**config.mk**
```make
export PLATFORM = sky130hd
export DESIGN_NAME = seg_decoder
export DESIGN_NICKNAME = d
export VERILOG_FILES = /design/src/rtl/seg_decoder.sv
export SDC_FILE = /design/constraint.sdc
export NUM_CORES = 1
export LEC_CHECK = 0
export ABC_AREA = 1
export BUFFER_PORTS_ARGS = -buffer_cell sky130_fd_sc_hd__buf_4
export CORE_MARGIN = 2
export CORE_UTILIZATION = 31
export CTS_CLUSTER_DIAMETER = 60
export DETAILED_ROUTE_END_ITERATION = 6
export GPL_TIMING_DRIVEN = 0
export SYNTH_ARGS = -nofsm -noshare
export SYNTH_HDL_FRONTEND = slang
export SYNTH_SLANG_ARGS = --single-unit
```
**constraint.sdc**
```tcl
create_clock -name clk -period 2.1 [get_ports clk]
set_input_delay 0.315 -clock clk [delete_from_list [all_inputs] [get_ports clk]]
set_output_delay 0.315 -clock clk [all_outputs]
set_load 0.05 [all_outputs]
```
**src/rtl/seg_decoder.sv**
```systemverilog
// Seven-segment loopback monitor: filters and decodes the active-low hex-digit pair back into a byte.
// Optional err_cnt counter is built when SEG_DECODER_ERRCNT_EN is defined; otherwise err_cnt reads 8'h00.
module seg_decoder #(
    parameter int unsigned STABLE_CYCLES = 4
) (
    input  logic       clk,
    input  logic       rst,
    input  logic [7:0] seg_lo,
    input  logic [7:0] seg_hi,
    input  logic       clr,
    output logic [7:0] byte_o,
    output logic       byte_vld,
    output logic       blank,
    output logic       err,
    output logic       upd,
    output logic [1:0] dp_o,
    output logic [7:0] err_cnt
);

    typedef enum logic [1:0] {
        ST_BLANK,
        ST_SHOW,
        ST_BAD
    } state_t;

    typedef struct packed {
        logic       hex;
        logic       is_blank;
        logic [3:0] nib;
    } digit_t;

    localparam logic [7:0] STABLE_N = 8'(STABLE_CYCLES);

    // The dp bit is masked so the table reads exactly like the encoder's byte table.
    function automatic digit_t decode(input logic [7:0] seg);
        digit_t d;
        d.hex      = 1'b1;
        d.is_blank = 1'b0;
        d.nib      = 4'h0;
        case ({seg[7:1], 1'b0})
            8'h02:   d.nib = 4'h0;
            8'h9E:   d.nib = 4'h1;
            8'h24:   d.nib = 4'h2;
            8'h0C:   d.nib = 4'h3;
            8'h98:   d.nib = 4'h4;
            8'h48:   d.nib = 4'h5;
            8'h40:   d.nib = 4'h6;
            8'h1E:   d.nib = 4'h7;
            8'h00:   d.nib = 4'h8;
            8'h08:   d.nib = 4'h9;
            8'h10:   d.nib = 4'hA;
            8'hC0:   d.nib = 4'hB;
            8'h62:   d.nib = 4'hC;
            8'h84:   d.nib = 4'hD;
            8'h60:   d.nib = 4'hE;
            8'h70:   d.nib = 4'hF;
            8'hFE: begin
                d.hex      = 1'b0;
                d.is_blank = 1'b1;
            end
            default: d.hex = 1'b0;
        endcase
        return d;
    endfunction

    logic [15:0] pair;
    logic [15:0] sample_q, sample_d;
    logic [7:0]  cnt_q, cnt_d;
    logic [15:0] committed_q, committed_d;
    state_t      state_q, state_d;
    logic [7:0]  byte_q, byte_d;
    logic        err_q, err_d;
    logic        upd_q, upd_d;
    logic [1:0]  dp_q, dp_d;
    logic        commit;
    logic        bad_commit;
    digit_t      dig_hi, dig_lo;

    // NOTE: every signal written here gets a default first, so no path can infer a latch.
    always_comb begin
        pair     = {seg_hi, seg_lo};
        sample_d = pair;
        // A zero count marks "nothing sampled since reset", so the first sample always starts at 1.
        if (pair != sample_q || cnt_q == 8'd0) begin
            cnt_d = 8'd1;
        end else if (cnt_q < STABLE_N) begin
            cnt_d = cnt_q + 8'd1;
        end else begin
            cnt_d = cnt_q;
        end

        dig_hi     = decode(seg_hi);
        dig_lo     = decode(seg_lo);
        commit     = (cnt_d == STABLE_N) && (pair != committed_q);
        bad_commit = 1'b0;

        committed_d = committed_q;
        state_d     = state_q;
        byte_d      = byte_q;
        dp_d        = dp_q;
        upd_d       = commit;
        err_d       = clr ? 1'b0 : err_q;

        if (commit) begin
            committed_d = pair;
            dp_d        = {seg_hi[0], seg_lo[0]};
            if (dig_hi.hex && dig_lo.hex) begin
                state_d = ST_SHOW;
                byte_d  = {dig_hi.nib, dig_lo.nib};
            end else if (dig_hi.is_blank && dig_lo.is_blank) begin
                state_d = ST_BLANK;
            end else begin
                state_d    = ST_BAD;
                err_d      = 1'b1;
                bad_commit = 1'b1;
            end
        end
    end

    // NOTE: sequential state uses non-blocking assignments so all flops update from pre-edge values.
    always_ff @(posedge clk) begin
        if (rst) begin
            sample_q    <= 16'hFFFF;
            cnt_q       <= 8'd0;
            committed_q <= 16'hFFFF;
            state_q     <= ST_BLANK;
            byte_q      <= 8'h00;
            err_q       <= 1'b0;
            upd_q       <= 1'b0;
            dp_q        <= 2'b11;
        end else begin
            sample_q    <= sample_d;
            cnt_q       <= cnt_d;
            committed_q <= committed_d;
            state_q     <= state_d;
            byte_q      <= byte_d;
            err_q       <= err_d;
            upd_q       <= upd_d;
            dp_q        <= dp_d;
        end
    end

    assign byte_o   = byte_q;
    assign byte_vld = (state_q == ST_SHOW);
    assign blank    = (state_q == ST_BLANK);
    assign err      = err_q;
    assign upd      = upd_q;
    assign dp_o     = dp_q;

`ifdef SEG_DECODER_ERRCNT_EN
    logic [7:0] err_cnt_q, err_cnt_d;

    always_comb begin
        err_cnt_d = err_cnt_q;
        if (bad_commit && err_cnt_q != 8'hFF) begin
            err_cnt_d = err_cnt_q + 8'd1;
        end
    end

    always_ff @(posedge clk) begin
        if (rst) begin
            err_cnt_q <= 8'h00;
        end else begin
            err_cnt_q <= err_cnt_d;
        end
    end

    assign err_cnt = err_cnt_q;
`else
    logic unused_bad_commit;
    assign unused_bad_commit = bad_commit;
    assign err_cnt           = 8'h00;
`endif

endmodule

```
==> metrics.txt, run 1 <==
status finished, final reports clean; CTS tree built; CP startpoint kind flip-flop; Min Hold Slack 212 ps; Max rail drop VDD 353 uV; placed cells 688; vias per inst roughly 4.5; Row Count 36; synthesized flop and latch total 52; CTS hold repair buffers 0; CP Data Arrival Time 2150 ps; Distinct cells, synth 24; antenna cells 0; non-filler cells, final around 700; Post-Syn Area 3100 sq um; syn_area_per_cell 5.94 sq um; pwr/cell area 560 nW/um^2; CP peak stage delay 340 ps; final-report hold violation count 0; DP HPWL 5960 um; core footprint 9730 sq um; max_cap viols 0; first-pass GRT wire length roughly 13000 um; die span in y 104 um; crit end category flip-flop; GPL Wtd Cong around 0.9; die area 10800 sq um; top fanout value on the critical path 10; critical path class reg2reg; CTS Buf Count 5; Slew @ Worst Pin 549 ps; drt total wl 7790 um; minimum clock period between 1500 and 2000 ps; Worst Hold Class in2reg; DRC Markers 0; setup slack after layout 193 ps; Multi-input gate area roughly 1700 sq um; sequential cell area fraction in the yosys report 33.6%; Pre-antenna DRT Iters 5; cell at the slowest stage of the critical path dfxtp_1; Fillers 1113; placed cell areas 3490 sq um; post-route clock period utilization 90.8%; required time of the critical path 2340 ps; P&R area growth vs syn 20.6%; Post-DRT Antenna Nets 0; Final setup viols 0; Die Width 104 um; IO Count 41; fraction of layout cells with a size suffix above 1 13.8%; Placement Setup Slack -358 ps; initial drt markers 149; total power between 2000 and 2500 uW; register area 1040 sq um; synth warn 0; Post-Layout Inst Area 3730 sq um; Leak 0.00217 uW; CTS Buffer Depth 2; cells after synthesis about 520; clock root buffer clkbuf_8; Post-Route Skew 5.64 ps; H-Tree Depth 2; worst rel slew slack 63.4%; Max Clock Freq approximately 520 MHz; max-slew violation count 0; Top cell by count, worst path nand2_1; clock transition at the registers of the reported paths 100 ps; nets about 590; initial antenna violation count 0; largest net degree at the start of global routing 16; wire per inst 11.2 um; total gr overflow 0; Port Buffers 27; Initial Util 31.8%; via count approximately 3100; crit path cell chain inv_1 -> nand2_1 -> nand2_1 -> nor2_1 -> nand2_1 -> nor2_4 -> nand3_4 -> nor3_4 -> buf_4 -> nand3_2 -> buf_4 -> nand2_1 -> nand2_1 -> nor2_1; Sink Count 52; clk_lat worst skew roughly 300 ps; GRT Total Usage 14.9%; vias in the first global route 2887
[per-stage QoR]
stage / setup TNS (ps) / utilization (%)
final: 0 / 38.4
after detailed placement: -6860 / 35.9
after global routing: -17.9 / 38.4
after global placement: -6760 / 35.9
after CTS: 0 / 37.4
after floorplan: 0 / -
[kinds of logic after synthesis]
family	Yosys count	share of synthesized area, %
AND/OR/NAND/NOR	327	43.1
buffers and inverters	103	14.4
flip-flops	52	33.6
AO/OA/AOI/OAI	29	5.98
XOR/XNOR	7	1.98
adder cells (fa/ha/maj)	2	0.808
other	1	0.121
[registers in the layout, summed over array words and instances (netlist names)]
signal and flops:
cnt_q 8, err 1, sample_q 16, state_q 2
upd 1, byte_o 8, committed_q 16
[Yosys cell counts]
cell type / n / area (sq um)
nand2_2: 1 / 6.26
nor2_2: 2 / 12.5
dfxtp_1: 52 / 1040
clkbuf_1: 4 / 15.0
nor3_4: 1 / 16.3
o21ai_0: 4 / 20.0
o211ai_1: 16 / 120
xor2_1: 5 / 43.8
nor3_2: 2 / 20.0
xnor2_1: 2 / 17.5
nand4_1: 10 / 62.6
nand2_1: 201 / 754
conb_1: 1 / 3.75
ha_1: 2 / 25.0
inv_2: 5 / 18.8
nand3_2: 2 / 20.0
buf_2: 5 / 25.0
nand3_1: 18 / 90.1
nor2_1: 79 / 297
inv_1: 75 / 282
nor3_1: 10 / 50.1
nor4_1: 1 / 6.26
a21oi_1: 9 / 45.0
buf_4: 14 / 105
[layout by cell type (no fill, tap or decap)]
cell type and instances:
a21oi_1 8, a21oi_2 1, buf_12 1, buf_2 3, buf_4 43, bufinv_16 2
clkbuf_1 4, clkbuf_4 2, clkbuf_8 5, conb_1 8, dfxtp_1 52, ha_1 2
inv_1 75, inv_2 5, nand2_1 201, nand2_4 1, nand3_1 16, nand3_2 3
nand3_4 1, nand4_1 10, nor2_1 76, nor2_2 1, nor2_4 4, nor3_1 8
nor3_2 3, nor3_4 2, nor4_1 1, o211ai_1 16, o21ai_0 3, o21ai_2 1
xnor2_1 2, xor2_1 5
[report_power, final]
| part | internal, uW | switching [uW] | total [uW] |
|---|---|---|---|
| Clock | 469 | 335 | 805 |
| Sequential | 1000 | 7.45 | 1010 |
| Combinational | 87.2 | 189 | 276 |
| Total | 1560 | 532 | 2090 |
[final timing paths]
| path | to | depth (start not counted) | slack [ps] | start |
|---|---|---|---|---|
| setup reg to reg | byte_o[1]$_SDFFE_PP0P_ | 14 | 190 | sample_q[9]$_SDFF_PP1_ |
| hold / removal | err$_SDFF_PP0_ | 2 | 210 | rst |
| hold reg to reg | cnt_q[4]$_SDFF_PP0_ | 2 | 470 | cnt_q[4]$_SDFF_PP0_ |
| setup / recovery | byte_o[1]$_SDFFE_PP0P_ | 14 | 190 | sample_q[9]$_SDFF_PP1_ |
[worst max-delay path, delay by kind of cell, from the launching register on]
family,cells,cell delay (ps)
and+or+nand+nor,11,1110
buffers and inverters,3,380
DFF,1,340
[cell type report]
class,instances,share of cell area (%)
plain buffers,23,4.02
clock buffers,5,1.84
clock inverters,2,1.61
inverters,80,8.04
multi-input cells,373,45.8
flip-flops and latches,52,27.9
well taps,133,4.46
repair buffers,30,6.37
[metal layers]
| metal | share of wire [%] | track usage, % |
|---|---|---|
| met1 | 47 | 18.8 |
| met2 | 49 | 26.5 |
| met3 | 2.7 | 2.32 |
| met4 | 0.96 | 3.67 |
| met5 | 0 | 0 |
[what timing repair did]
item                       4_1_cts  5_1_grt
hold endpoints to repair         0        0
setup buffers                    2        1
setup endpoints to repair       18       27
gates resized for setup          3       16
pin swaps                        1        4
No activity file was read; power rests on OpenSTA's default activity.
==> run 2: changes to the inputs <==
--- a/config.mk
+++ b/config.mk
@@ -5,7 +5,6 @@
 export SDC_FILE = /design/constraint.sdc
 export NUM_CORES = 1
 export LEC_CHECK = 0
-export ABC_AREA = 1
 export BUFFER_PORTS_ARGS = -buffer_cell sky130_fd_sc_hd__buf_4
 export CORE_MARGIN = 2
 export CORE_UTILIZATION = 31
==> run 2 against run 1 <==
Effect of this change:
- the flow now finishes with violations (setup timing)
- clock skew fell by 2.6 ps
- sequential cell count did not move
- global-route usage fell by 0.15 points
- wire length rose by 2.2%
- setup slack got worse by 560 ps
- worst hold slack improved by 23 ps
- cell area rose by 0.27%
- critical path depth fell by 7
- die area barely moved
- register-to-register slack got worse by 560 ps
- final cell count fell by 23%
- highest routed layer unchanged
==> metrics.txt, run 2 <==
CP peak stage delay 550 ps; initial antenna violation count 0; post-synth top area share around a third; Synth top cells by count 52 x dfxtp_1, 34 x nor2_1, 21 x inv_1; CP Data Arrival Time 2660 ps; failing checks setup timing; DP HPWL ~5800 um; Worst Hold Class in2reg; vias per inst about 5; wire per inst between 10 and 15 um; cells after synthesis about 360; Post-Syn Area ~3100 sq um; Final setup viols 28; largest net degree at the start of global routing 15; ranking of synthesized cells by area dfxtp_1 34%, xor2_1 5.1%, xnor2_1 4.8%; cell at the slowest stage of the critical path or4_4; H-Tree Depth 2; critical path class reg2reg; CTS hold repair buffers 0; Fillers 1025; max_cap viols 0; nets 427; Worst Path Buf+Inv 2; top fanout value on the critical path 7; Die Width between 100 and 150 um; Max rail drop VDD 262 uV; Placement Setup Slack -651 ps; Post-Route Skew 3.03 ps; minimum clock period roughly 2500 ps; CTS tree built; Top FF cell, synth dfxtp_1; synthesized flop and latch total 52; status finished, violations left; Pre-antenna DRT Iters 4; clk_lat worst skew 300 ps; Slew @ Worst Pin 644 ps; CTS Buffer Depth 2; syn_area_per_cell approximately 8.6 sq um; CP startpoint kind flip-flop; total gr overflow 0; Post-DRT Antenna Nets 0; setup slack after layout -366 ps; GPL Wtd Cong roughly 0.88; clock transition at the registers of the reported paths around 90 ps; synth warn 0; post-route clock period utilization 117%; Critical R2R Launch cnt_q[5]$_SDFF_PP0_; via count 2691; Yosys top cell by area dfxtp_1; Port Buffers 26; first-pass GRT wire length 12900 um; biggest regs committed_q: 16 flops, sample_q: 16 flops; clock root buffer clkbuf_8; crit path cell chain or4_4 -> nor3_4 -> mux2i_1 -> or4b_4 -> buf_12 -> buf_16 -> a211o_1; placed cell areas 3500 sq um; Top Family by Delay on Critical Path simple AND/OR/NAND/NOR gates; worst rel slew slack between 50% and 60%; DRC Markers 0; fraction of layout cells with a size suffix above 1 a little over a quarter; sequential cell area fraction in the yosys report 33.6%; core footprint 9730 sq um; Distinct cells, synth 58; most frequent cells in the layout 51 x dfxtp_1, 43 x buf_4, 34 x nor2_1, 21 x inv_1, 18 x xor2_1; EDFF count, synth 0; P&R area growth vs syn 20.8%; initial drt markers 151; Max Clock Freq 405 MHz; required time of the critical path 2300 ps; post-synthesis async set-or-reset flop share 0%; max-slew violation count 0; Initial Util 31.9%; most common cell after layout, fill and taps aside dfxtp_1; drt total wl approximately 8000 um; IO Count 41; final-report hold violation count 0; die span in y 104 um; die area 10800 sq um; RSZ-0062 raised after global routing yes; CP Launch Point cnt_q[5]$_SDFF_PP0_; pwr/cell area 515 nW/um^2; CTS Buf Count 5; Post-Layout Inst Area 3740 sq um; Sink Count 52; antenna cells 0; hold path depth 2; Row Count 36; Reg2Reg Depth 7; crit end category flip-flop; Leak 0.00154 uW; GRT Total Usage approximately 15%; most frequent cell after synthesis dfxtp_1; Crit. path cell count 7; beginning of the worst hold path seg_hi[0]; vias in the first global route around 2500
-- run 2: kinds of logic after synthesis --
| logic type | share of synthesized area [%] |
|---|---|
| compound gates | 15.6 |
| xor+xnor | 9.89 |
| fa+ha+maj | 0.807 |
| buf+inv | 10.8 |
| flops | 33.6 |
| mux | 2.42 |
| other cells | 0.121 |
| simple gates | 26.8 |
-- run 2: path summary, 6_finish.rpt --
path / slack, ps / endpoint
worst max-delay path: -370 / committed_q[4]$_SDFFE_PP1P_
worst min-delay path: 230 / sample_q[8]$_SDFF_PP1_
worst max register to register: -370 / committed_q[4]$_SDFFE_PP1P_
worst min register to register: 460 / cnt_q[7]$_SDFF_PP0_
-- run 2: timing repair --
| action | 4_1_cts | 5_1_grt |
|---|---|---|
| buffers inserted | 5 | 0 |
| pin swaps | 19 | 2 |
| setup endpoints to repair | 35 | 35 |
| resized for setup | 14 | 1 |
| gates cloned | 2 | 0 |
-- run 2: layout make-up --
type	count	area [sq um]	area share (%)
buffer	40	274	7.32
clock buffer	8	90.1	2.41
inverter	21	78.8	2.10
multi-input combinational	253	1800	48.0
sequential	52	1040	27.8
tap	133	166	4.44
timing repair buffer	33	295	7.89
-- run 2: where the power goes --
| group | internal [uW] | switching (uW) | total, uW |
|---|---|---|---|
| Sequential | 1000 | 7.65 | 1010 |
| Combinational | 124 | 205 | 329 |
| Clock | 270 | 320 | 590 |
| Total | 1400 | 533 | 1930 |
-- run 2: metal layers --
layer | routed length, um | global-route usage [%]
met5 | 0 | 0
met3 | 323 | 2.07
met2 | 3740 | 23.7
met4 | 91 | 4.05
met1 | 3810 | 20.5
-- run 2: through the flow --
stage | std cells | hold slack, ps | TNS, ps | util, % | total power, uW
after detailed placement | 525 | 453 | -17890 | 36.0 | 1350
after global routing | 540 | 237 | -11600 | 38.5 | 2000
after CTS | 540 | 233 | -11540 | 38.4 | 1940
after global placement | 525 | 448 | -17350 | 36.0 | 1350
final | 540 | 235 | -9330 | 38.5 | 1930
after floorplan | 366 | 422 | -6470 | - | 1270
==> run 3: changes to the inputs <==
--- a/config.mk
+++ b/config.mk
@@ -11,6 +11,7 @@
 export CTS_CLUSTER_DIAMETER = 60
 export DETAILED_ROUTE_END_ITERATION = 6
 export GPL_TIMING_DRIVEN = 0
+export RECOVER_POWER = 100
 export SYNTH_ARGS = -nofsm -noshare
 export SYNTH_HDL_FRONTEND = slang
 export SYNTH_SLANG_ARGS = --single-unit
==> run 3 against run 2 <==
Effect of this change:
- the flow still finishes with violations (setup timing)
- register-to-register slack barely moved
- utilization down 0.58 points
- via count increased by 0.15%
- highest routed layer unchanged
==> metrics.txt, run 3 (synthesized netlist as in run 2, its figures left out) <==
status finished, violations left; failing checks setup timing; setup slack after layout -367 ps; CP startpoint kind flip-flop; CP peak stage delay 550 ps; Die Width around 100 um; pwr/cell area 524 nW/um^2; fraction of layout cells with a size suffix above 1 between 20% and 30%; clock root buffer clkbuf_8; Leak ~0.0015 uW; Post-Route Skew between 3 and 4 ps; post-route clock period utilization 117%; drt total wl 7980 um; final-report hold violation count 0; largest net degree at the start of global routing 15; cell internal pwr 1400 uW; biggest regs committed_q: 16 flops, sample_q: 16 flops; CTS tree built; Pre-antenna DRT Iters 5; Placement Setup Slack -651 ps; Final setup viols 28; Psw roughly 540 uW; crit path cell chain or4_4 -> nor3_4 -> mux2i_1 -> or4b_4 -> buf_12 -> buf_16 -> a211o_1; DRC Markers 0; P&R area growth vs syn 19.0%; top fanout value on the critical path 7; H-Tree Depth 2; crit end category flip-flop; initial antenna violation count 0; most common cell after layout, fill and taps aside dfxtp_1; RSZ-0062 raised after global routing yes; clk_lat worst skew 300 ps; vias in the first global route around 2500; initial drt markers 146; first-pass GRT wire length 12900 um; via count 2695; DP HPWL 5820 um; cell at the slowest stage of the critical path or4_4; Max rail drop VDD roughly 260 uV; vias per inst ~5; antenna cells 0; Row Count 36; Post-DRT Antenna Nets 0; IO Count 41; sequential share of power a little over half; post-layout util a little under two fifths; Top Family by Delay on Critical Path simple AND/OR/NAND/NOR gates; required time of the critical path 2300 ps; Multi-input gate area 1800 sq um; nets roughly 430; core footprint 9730 sq um; most frequent cells in the layout 51 x dfxtp_1, 34 x nor2_1, 29 x clkbuf_1, 28 x buf_4, 21 x inv_1; Worst Path Buf+Inv 2; critical path class reg2reg; clock transition at the registers of the reported paths 90 ps; total gr overflow 0; CP Data Arrival Time approximately 2700 ps; Fillers around 1000; minimum clock period about 2500 ps; CTS Buf Count 5; Gate power share 17.0%; die span in y approximately 100 um; max-slew violation count 0; max_cap viols 0; Max Clock Freq 405 MHz; Port Buffers 26; GPL Wtd Cong 0.883; Sink Count 52; register area 1040 sq um; share of total power in the clock network 30.7%; Net Sw Frac 27.8%; worst rel slew slack 55.6%; GRT Total Usage about 15%; die area 10800 sq um; CTS Buffer Depth 2; Slew @ Worst Pin roughly 660 ps; Worst Hold Class in2reg; Initial Util approximately a third; wire per inst 14.8 um
## run 3: changes by cell type in the layout (fill, tap and decap cells not counted), sizes merged
| cell | before | now |
|---|---|---|
| clkbuf | 20 | 35 |
| buf | 61 | 46 |
## run 3: metal layers
metal | global-route usage [%] | vias up | wire length [um]
met2 | 23.7 | 70 | 3720
li1 | - | 1329 | -
met3 | 2.07 | 8 | 371
met4 | 4.05 | 0 | 89
met5 | 0 | - | 0
met1 | 20.5 | 1288 | 3800
## run 3: power groups by stage
stage          combinational, uW  clock [uW]  sequential [uW]
3_3_place_gp                 320           0             1030
6_report                     328         593             1010
3_5_place_dp                 321           0             1030
2_1_floorplan                233           0             1030
4_1_cts                      326         601             1010
5_1_grt                      357         631             1010
## run 3: cell type report
cell class / instances / area share (%)
plain buffers: 40 / 7.43
clock buffers: 8 / 2.44
inverters: 21 / 2.14
multi-input cells: 253 / 48.7
flip-flops and latches: 52 / 28.3
well taps: 133 / 4.51
repair buffers: 33 / 6.48
## run 3: timing repair
action | CTS | global route
cloned | 2 | 0
pin swaps | 19 | 2
setup endpoints to repair | 35 | 35
buffers inserted | 5 | 0
hold buffers | 0 | 0
gates resized for setup | 14 | 1
## run 3: final timing paths
path                                          start                          end  slack, ps  cells after the start
worst min register to register  cnt_q[7]$_SDFF_PP0_          cnt_q[7]$_SDFF_PP0_        460                      1
worst min-delay path                      seg_hi[0]       sample_q[8]$_SDFF_PP1_        230                      2
worst max-delay path            cnt_q[5]$_SDFF_PP0_  committed_q[4]$_SDFFE_PP1P_       -370                      7
worst max register to register  cnt_q[5]$_SDFF_PP0_  committed_q[4]$_SDFFE_PP1P_       -370                      7
## run 3: stage by stage
step	hold WS, ps	setup TNS (ps)	cell area (sq um)	total power (uW)	std cells
global placement	448	-17350	3500	1350	525
detailed placement	453	-17890	3500	1350	525
finish	233	-9350	3690	1930	540
global route	237	-11600	3690	2000	540
floorplan	422	-6470	3140	1270	366
CTS	233	-11540	3740	1940	540
